--- config.mk ---
export PLATFORM = sky130hd
export DESIGN_NAME = ita_msg_scroller_flat
export DESIGN_NICKNAME = d
export VERILOG_FILES = /design/src/rtl/ita_seg_pkg.sv /design/src/rtl/ita_msg_scroller_if.sv /design/src/rtl/ita_prescaler.sv /design/src/rtl/ita_msg_scroller.sv /design/src/flat_wrapper.sv
export SDC_FILE = /design/constraint.sdc
export NUM_CORES = 1
export LEC_CHECK = 0
export BUFFER_PORTS_ARGS = -buffer_cell sky130_fd_sc_hd__buf_2
export CORE_MARGIN = 5
export CORE_UTILIZATION = 35
export CTS_BUF_LIST = sky130_fd_sc_hd__clkbuf_4 sky130_fd_sc_hd__clkbuf_8
export DETAILED_ROUTE_END_ITERATION = 6
export GPL_TIMING_DRIVEN = 0
export PLACE_DENSITY_LB_ADDON = 0.25
export SYNTH_ARGS = -nofsm -noshare
export SYNTH_HDL_FRONTEND = slang
export SYNTH_SLANG_ARGS = --single-unit
export TNS_END_PERCENT = 5
--- constraint.sdc ---
create_clock -name clk -period 5.4 [get_ports clk]
set_input_delay 1.08 -clock clk [delete_from_list [all_inputs] [get_ports clk]]
set_output_delay 1.08 -clock clk [all_outputs]
set_load 0.005 [all_outputs]
--- src/rtl/ita_seg_pkg.sv ---
// Shared constants, 14-segment glyph table and ASCII-to-glyph decode for the message scroller and display.
// Segment order, MSB first: a b c d e f g1 g2 h(UL diag) i(up vert) j(UR diag) k(LR diag) l(low vert) m(LL diag).
package ita_seg_pkg;

  localparam int unsigned NUM_DIGITS = 12;
  localparam int unsigned MSG_DEPTH  = 32;
  localparam int unsigned CHAR_W     = 7;
  localparam int unsigned SEG_W      = 14;
  localparam int unsigned LEN_W      = 6;
  localparam int unsigned PTR_W      = 5;
  localparam int unsigned IDX_W      = 4;

  localparam logic [SEG_W-1:0] GLYPH_A = 14'b111011_11_000000;
  localparam logic [SEG_W-1:0] GLYPH_B = 14'b111100_01_010010;
  localparam logic [SEG_W-1:0] GLYPH_C = 14'b100111_00_000000;
  localparam logic [SEG_W-1:0] GLYPH_D = 14'b111100_00_010010;
  localparam logic [SEG_W-1:0] GLYPH_E = 14'b100111_10_000000;
  localparam logic [SEG_W-1:0] GLYPH_F = 14'b100011_10_000000;
  localparam logic [SEG_W-1:0] GLYPH_G = 14'b101111_01_000000;
  localparam logic [SEG_W-1:0] GLYPH_H = 14'b011011_11_000000;
  localparam logic [SEG_W-1:0] GLYPH_I = 14'b100100_00_010010;
  localparam logic [SEG_W-1:0] GLYPH_J = 14'b011110_00_000000;
  localparam logic [SEG_W-1:0] GLYPH_K = 14'b000011_10_001100;
  localparam logic [SEG_W-1:0] GLYPH_L = 14'b000111_00_000000;
  localparam logic [SEG_W-1:0] GLYPH_M = 14'b011011_00_101000;
  localparam logic [SEG_W-1:0] GLYPH_N = 14'b011011_00_100100;
  localparam logic [SEG_W-1:0] GLYPH_O = 14'b111111_00_000000;
  localparam logic [SEG_W-1:0] GLYPH_P = 14'b110011_11_000000;
  localparam logic [SEG_W-1:0] GLYPH_Q = 14'b111111_00_000100;
  localparam logic [SEG_W-1:0] GLYPH_R = 14'b110011_11_000100;
  localparam logic [SEG_W-1:0] GLYPH_S = 14'b101101_11_000000;
  localparam logic [SEG_W-1:0] GLYPH_T = 14'b100000_00_010010;
  localparam logic [SEG_W-1:0] GLYPH_U = 14'b011111_00_000000;
  localparam logic [SEG_W-1:0] GLYPH_V = 14'b000011_00_001001;
  localparam logic [SEG_W-1:0] GLYPH_W = 14'b011011_00_000101;
  localparam logic [SEG_W-1:0] GLYPH_X = 14'b000000_00_101101;
  localparam logic [SEG_W-1:0] GLYPH_Y = 14'b000000_00_101010;
  localparam logic [SEG_W-1:0] GLYPH_Z = 14'b100100_00_001001;
  localparam logic [SEG_W-1:0] GLYPH_0 = 14'b111111_00_001001;
  localparam logic [SEG_W-1:0] GLYPH_1 = 14'b011000_00_001000;
  localparam logic [SEG_W-1:0] GLYPH_2 = 14'b110110_11_000000;
  localparam logic [SEG_W-1:0] GLYPH_3 = 14'b111100_01_000000;
  localparam logic [SEG_W-1:0] GLYPH_4 = 14'b011001_11_000000;
  localparam logic [SEG_W-1:0] GLYPH_5 = 14'b101101_11_000000;
  localparam logic [SEG_W-1:0] GLYPH_6 = 14'b101111_11_000000;
  localparam logic [SEG_W-1:0] GLYPH_7 = 14'b111000_00_000000;
  localparam logic [SEG_W-1:0] GLYPH_8 = 14'b111111_11_000000;
  localparam logic [SEG_W-1:0] GLYPH_9 = 14'b111101_11_000000;

  // Lowercase folds onto uppercase; anything unmapped (space, punctuation) is blank.
  function automatic logic [SEG_W-1:0] ascii_to_glyph(input logic [CHAR_W-1:0] c);
    logic [CHAR_W-1:0] u;
    logic [SEG_W-1:0]  g;
    u = ((c >= 7'h61) && (c <= 7'h7A)) ? CHAR_W'(c - 7'h20) : c;
    g = '0;
    case (u)
      7'h41: g = GLYPH_A;
      7'h42: g = GLYPH_B;
      7'h43: g = GLYPH_C;
      7'h44: g = GLYPH_D;
      7'h45: g = GLYPH_E;
      7'h46: g = GLYPH_F;
      7'h47: g = GLYPH_G;
      7'h48: g = GLYPH_H;
      7'h49: g = GLYPH_I;
      7'h4A: g = GLYPH_J;
      7'h4B: g = GLYPH_K;
      7'h4C: g = GLYPH_L;
      7'h4D: g = GLYPH_M;
      7'h4E: g = GLYPH_N;
      7'h4F: g = GLYPH_O;
      7'h50: g = GLYPH_P;
      7'h51: g = GLYPH_Q;
      7'h52: g = GLYPH_R;
      7'h53: g = GLYPH_S;
      7'h54: g = GLYPH_T;
      7'h55: g = GLYPH_U;
      7'h56: g = GLYPH_V;
      7'h57: g = GLYPH_W;
      7'h58: g = GLYPH_X;
      7'h59: g = GLYPH_Y;
      7'h5A: g = GLYPH_Z;
      7'h30: g = GLYPH_0;
      7'h31: g = GLYPH_1;
      7'h32: g = GLYPH_2;
      7'h33: g = GLYPH_3;
      7'h34: g = GLYPH_4;
      7'h35: g = GLYPH_5;
      7'h36: g = GLYPH_6;
      7'h37: g = GLYPH_7;
      7'h38: g = GLYPH_8;
      7'h39: g = GLYPH_9;
      default: g = '0;
    endcase
    return g;
  endfunction

endpackage

--- src/rtl/ita_msg_scroller_if.sv ---
// Write, control and display-read signals of the message scroller.
interface ita_msg_scroller_if;
  import ita_seg_pkg::*;

  logic              wr_valid;
  logic [CHAR_W-1:0] wr_char;
  logic              wr_ready;
  logic              clear;
  logic              scroll_en;
  logic [IDX_W-1:0]  rd_idx;
  logic [SEG_W-1:0]  rd_seg;
  logic [LEN_W-1:0]  msg_len;
  logic              step;

  modport master (
    output wr_valid, wr_char, clear, scroll_en, rd_idx,
    input  wr_ready, rd_seg, msg_len, step
  );

  modport slave (
    input  wr_valid, wr_char, clear, scroll_en, rd_idx,
    output wr_ready, rd_seg, msg_len, step
  );
endinterface

--- src/rtl/ita_prescaler.sv ---
// Free-running divider that pulses tick on the last count of each DIV-cycle period while enabled.
module ita_prescaler #(
  parameter int unsigned DIV = 1000000
) (
  input  logic clk,
  input  logic rst_n,
  input  logic en,
  output logic tick
);
  localparam int unsigned CNT_W = $clog2(DIV);

  logic [CNT_W-1:0] cnt_q, cnt_d;

  // Disabled means parked at zero, so every enable starts a full period.
  always_comb begin
    cnt_d = '0;
    tick  = 1'b0;
    if (en) begin
      if (cnt_q == CNT_W'(DIV - 1)) begin
        tick = 1'b1;
      end else begin
        cnt_d = cnt_q + CNT_W'(1);
      end
    end
  end

  always_ff @(posedge clk or negedge rst_n) begin
    if (!rst_n) cnt_q <= '0;
    else        cnt_q <= cnt_d;
  end
endmodule

--- src/rtl/ita_msg_scroller.sv ---
// 32-character ASCII message buffer presented as a 12-digit, optionally circular-scrolling window.
module ita_msg_scroller
  import ita_seg_pkg::*;
#(
  parameter int unsigned SCROLL_DIV = 1000000
) (
`ifdef USE_POWER_PINS
  inout wire                  vdd,
  inout wire                  vss,
`endif
  input  logic                clk,
  input  logic                rst_n,
  ita_msg_scroller_if.slave   bus
);

  logic [CHAR_W-1:0] mem_q [MSG_DEPTH];
  logic [LEN_W-1:0]  msg_len_q, msg_len_d;
  logic [PTR_W-1:0]  offset_q, offset_d;
  logic              step_q, step_d;
  logic [SEG_W-1:0]  rd_seg_q, rd_seg_d;
  logic              wr_ready_c;
  logic              wr_fire;
  logic              scroll_active;
  logic              tick;
  logic [LEN_W-1:0]  sum;
  logic [LEN_W-1:0]  idx;

  assign wr_ready_c    = (msg_len_q < LEN_W'(MSG_DEPTH)) && !bus.clear;
  assign wr_fire       = bus.wr_valid && wr_ready_c;
  assign scroll_active = bus.scroll_en && (msg_len_q > LEN_W'(NUM_DIGITS)) && !bus.clear;

  ita_prescaler #(.DIV(SCROLL_DIV)) u_prescaler (
    .clk   (clk),
    .rst_n (rst_n),
    .en    (scroll_active),
    .tick  (tick)
  );

  // Length, scroll offset and step pulse; clear overrides both write and advance.
  always_comb begin
    msg_len_d = msg_len_q;
    offset_d  = offset_q;
    step_d    = 1'b0;
    if (bus.clear) begin
      msg_len_d = '0;
      offset_d  = '0;
    end else begin
      if (wr_fire) msg_len_d = msg_len_q + LEN_W'(1);
      if (tick) begin
        step_d   = 1'b1;
        offset_d = ((LEN_W'(offset_q) + LEN_W'(1)) == msg_len_q) ? '0 : offset_q + PTR_W'(1);
      end
    end
  end

  // Window read: rotate by offset when scrolling, otherwise blank past the message end.
  always_comb begin
    sum      = LEN_W'(offset_q) + LEN_W'(bus.rd_idx);
    idx      = '0;
    rd_seg_d = '0;
    if (bus.rd_idx < IDX_W'(NUM_DIGITS)) begin
      if (msg_len_q > LEN_W'(NUM_DIGITS)) begin
        idx      = (sum >= msg_len_q) ? (sum - msg_len_q) : sum;
        rd_seg_d = ascii_to_glyph(mem_q[PTR_W'(idx)]);
      end else if (LEN_W'(bus.rd_idx) < msg_len_q) begin
        idx      = LEN_W'(bus.rd_idx);
        rd_seg_d = ascii_to_glyph(mem_q[PTR_W'(idx)]);
      end
    end
  end

  always_ff @(posedge clk or negedge rst_n) begin
    if (!rst_n) begin
      msg_len_q <= '0;
      offset_q  <= '0;
      step_q    <= 1'b0;
      rd_seg_q  <= '0;
    end else begin
      msg_len_q <= msg_len_d;
      offset_q  <= offset_d;
      step_q    <= step_d;
      rd_seg_q  <= rd_seg_d;
    end
  end

  // Character storage is deliberately unreset; msg_len gates what is visible.
  always_ff @(posedge clk) begin
    if (wr_fire) mem_q[PTR_W'(msg_len_q)] <= bus.wr_char;
  end

  assign bus.wr_ready = wr_ready_c;
  assign bus.msg_len  = msg_len_q;
  assign bus.step     = step_q;
  assign bus.rd_seg   = rd_seg_q;

endmodule

--- src/flat_wrapper.sv ---
// flat-port wrapper written by rule: the top's interface ports become plain ports
module ita_msg_scroller_flat import ita_seg_pkg::*;
#(
  parameter int unsigned SCROLL_DIV = 1000000
)
  (clk, rst_n, bus_wr_valid, bus_wr_char, bus_clear, bus_scroll_en, bus_rd_idx, bus_wr_ready, bus_rd_seg, bus_msg_len, bus_step);
  ita_msg_scroller_if bus_i ();
  input  logic clk;
  input  logic rst_n;
  input wire logic [$bits(bus_i.wr_valid)-1:0] bus_wr_valid;
  input wire logic [$bits(bus_i.wr_char)-1:0] bus_wr_char;
  input wire logic [$bits(bus_i.clear)-1:0] bus_clear;
  input wire logic [$bits(bus_i.scroll_en)-1:0] bus_scroll_en;
  input wire logic [$bits(bus_i.rd_idx)-1:0] bus_rd_idx;
  output wire logic [$bits(bus_i.wr_ready)-1:0] bus_wr_ready;
  output wire logic [$bits(bus_i.rd_seg)-1:0] bus_rd_seg;
  output wire logic [$bits(bus_i.msg_len)-1:0] bus_msg_len;
  output wire logic [$bits(bus_i.step)-1:0] bus_step;
  assign bus_i.wr_valid = bus_wr_valid;
  assign bus_i.wr_char = bus_wr_char;
  assign bus_i.clear = bus_clear;
  assign bus_i.scroll_en = bus_scroll_en;
  assign bus_i.rd_idx = bus_rd_idx;
  assign bus_wr_ready = bus_i.wr_ready;
  assign bus_rd_seg = bus_i.rd_seg;
  assign bus_msg_len = bus_i.msg_len;
  assign bus_step = bus_i.step;
  ita_msg_scroller #(.SCROLL_DIV(SCROLL_DIV)) u_core (.clk(clk), .rst_n(rst_n), .bus(bus_i));
endmodule
==> results.yml <==
synthesis:
  ys_types: 87
  async_flop_share_pct: 17.0
  synth_area_leader_cell: "edfxtp_1"
  yosysMostFrequentCell: "edfxtp_1"
  synth_commonest_cells: "edfxtp_1 (224), nand2_1 (153), nor2_1 (106), mux2i_1 (87), a21oi_1 (66)"
  syn_avg_cell_area_um2: 11.5
  yosys_most_used_dff: "edfxtp_1"
  ys_ff_latch: 270
  synthCells: 1285
  synth_edf_count: 224
  syn_nets: 1340
  netlist_area_mm2: 0.0148
  synth-warning-count: 0
  synthTopCellsByArea: "edfxtp_1 (45%), dfrtp_1 (7.8%), mux2i_1 (5.9%), mux4_2 (4.4%), nand2_1 (3.9%)"
  ys_seq_area_share_pct: 53.3
  synth_top_area_share_pct: 45.5
place:
  dpl.hpwl_mm: 32.5
  routabilityCongestion: 0.922
  placedCellCount: 1860
  portBuffers: 36
worst_setup_path:
  crit_arrival_ns: 6.26
  start_kind: "input pin"
  cp_common_cell: "buf_6"
  cp_data_required_time_ns: 5.93
  worstPathMaxFanout: 10
  max_stage_delay_ns: 0.35
  endpoint_kind: "register"
  crit_type: "in2reg"
  cp_slowest_cell: "ha_1"
finish:
  n_fill_cell: 3949
  layout.nets: 1475
  final_cells: 1999
  antenna_cells: 0
  area_growth_pct: 20.7
  drive_gt1_share_pct: 23.8
  fin_util_pct: 42.7
grt:
  grt_antenna_before_repair: 0
  grt_pass1_wl_mm: 72.2
  grt.overflow.total: 0
  grt_usage_pct: 20.3
  first_global_vias: 11400
  grt_max_degree: 47
power_and_ir_drop:
  seqPwrFrac_pct: 35.9
  p_comb_share_pct: 32.8
  peakVddDrop_v: 0.000183
  power_switching_w: 0.00221
  power.density_mw_per_mm2: 356
  power.share.clock_pct: 31.3
  switching_share_pct: 34.8
  power.internal_w: 0.00414
  power_leakage_nw: 6.58
sta:
  period_share_pct: 106
  setup_ws_ns: -0.328
  min_period_ns: 5.73
  relSlewSlack_pct: 12.3
  setup_tns_ns: -3.28
  max_freq_mhz: 175
  hold_viol_final: 0
  worstMarginPinSlew_ns: 1.28
  setup_viol: 14
  fin_worst_skew_ns: 0.0217
  rsz0062_at_grt: "yes"
  maxSlewViolCount: 0
routing:
  ant_nets: 0
  first_iter_violations: 1287
  route.detailed.drc: 0
  drt_pass1_iterations: 5
  via_count: 11500
  wl_mm: 48.4
  routed_via_density: 5.76
  wl_per_cell_um: 24.2
run_status:
  outcome: "finished with violations"
  violations: "setup timing"
cts:
  cts.sink_count: 270
  cts.path.max_buffers: 3
  cts_buffers: 48
  hold_buffers: 0
  clk_pin_slew_ns: 0.05
  clock_latency_ns: 0.65
  cts_tree: "built"
  cts_htree_levels: 2
  cts_root_buffer: "clkbuf_8"
floorplan:
  core_area_mm2: 0.0419
  start_util_pct: 35.3
  die_y_um: 216
  die_area_mm2: 0.0465
  num_io_pins: 38
  die_w_um: 216
  row_count: 75
hold_path:
  min_path_type: "reg2reg"
flow_run:
  drv_cap: 0
## cells in the final DEF, fill, tap and decap left out, drive strengths merged, types with 8 or more instances in the layout
cell type  synthesis  final
a2111oi           15     15
a211oi             9      9
a21oi             69     69
a221oi            17     17
a22oi             30     30
a311oi             9      9
and3              21     21
buf               43    129
clkbuf            34     99
clkinv             4     24
dfrtp             46     46
edfxtp           224    224
ha                37     37
inv               39     39
mux2               8      8
mux2i             89     89
mux4              29     29
nand2            153    153
nand2b            10     10
nand3             58     58
nand4             18     18
nor2             108    108
nor3              24     24
o21ai             44     44
o22a               8      8
o22ai              8      8
xnor2             16     16
xor2              14     14
## kinds of logic (layout without fill, tap and decap cells)
logic type,count (synthesis),after routing,synth area share [%]
XOR/XNOR,30,30,1.78
buffers and inverters,120,295,3.67
multiplexers,126,126,11.2
adder cells (fa/ha/maj),39,39,3.40
flip-flops,270,270,53.3
AO/OA/AOI/OAI,277,277,13.6
AND/OR/NAND/NOR,423,423,13.2
## path summary, 6_finish.rpt
check                                       startpoint                           to  slack, ns  cells past startpoint
hold reg to reg            u_core.u_prescaler.cnt_q[0]  u_core.u_prescaler.cnt_q[0]       0.49                      1
setup / recovery                         bus_rd_idx[3]         u_core.bus.rd_seg[8]      -0.33                     26
min in group asynchronous                        rst_n  u_core.u_prescaler.cnt_q[3]       0.63                      1
setup reg to reg                    u_core.offset_q[0]         u_core.bus.rd_seg[8]      -0.21                     26
hold / removal             u_core.u_prescaler.cnt_q[0]  u_core.u_prescaler.cnt_q[0]       0.49                      1
max in group asynchronous                        rst_n           u_core.offset_q[0]       4.06                      1
## power groups by stage
stage          combinational (W)  sequential [W]  clock, W
2_1_floorplan            0.00115         0.00232         0
3_3_place_gp             0.00170         0.00232         0
3_5_place_dp             0.00169         0.00232         0
4_1_cts                  0.00195         0.00228   0.00203
5_1_grt                  0.00221         0.00228   0.00212
6_report                 0.00209         0.00228   0.00199
## worst max-delay path, delay by kind of cell
kind | cells | cell delay [ns]
AOI/OAI and AO/OA | 13 | 2.62
buffers and inverters | 9 | 1.32
adders and majority gates | 3 | 0.93
muxes | 1 | 0.27
## metal layers
layer	vias to the layer above	share of wire, %	global-route usage, %
li1	5201	-	-
met2	578	47	33.7
met1	5621	42	27.1
met3	104	8.7	3.77
met4	2	3.1	6.04
met5	-	0.097	0
## sequential cells by signal, indices dropped and copies added (netlist names)
signal / count
u_core.u_prescaler.cnt_q: 20
u_core.mem_q: 224
u_core.bus.rd_seg: 14
u_core.bus.step: 1
u_core.bus.msg_len: 6
u_core.offset_q: 5
## final cells by class
| class | count | area, um^2 | share of cell area, % |
|---|---|---|---|
| sequential | 270 | 7880 | 44.1 |
| inverter | 43 | 174 | 0.974 |
| clock inverter | 24 | 159 | 0.890 |
| timing repair buffer | 88 | 653 | 3.66 |
| clock buffer | 66 | 840 | 4.70 |
| buffer | 74 | 587 | 3.29 |
| multi-input combinational | 895 | 6900 | 38.6 |
| tap | 539 | 674 | 3.78 |
## metrics by stage
| step | hold slack (ns) | setup WS [ns] | power (W) | area, um^2 |
|---|---|---|---|---|
| final | 0.495 | -0.328 | 0.00635 | 17900 |
| after global routing | 0.533 | -0.453 | 0.00661 | 17900 |
| after CTS | 0.498 | -0.373 | 0.00626 | 17600 |
| after detailed placement | 0.491 | -1.96 | 0.00401 | 15800 |
| after global placement | 0.472 | -1.91 | 0.00402 | 15800 |
| after floorplan | 0.447 | -0.456 | 0.00347 | 14900 |
## what timing repair did
item	in CTS	in global routing
setup endpoints to repair	14	14
gates resized for setup	113	50
pin swaps	35	39
gates cloned	1	0
buffers inserted	38	13
No activity file was read; power rests on OpenSTA's default activity.
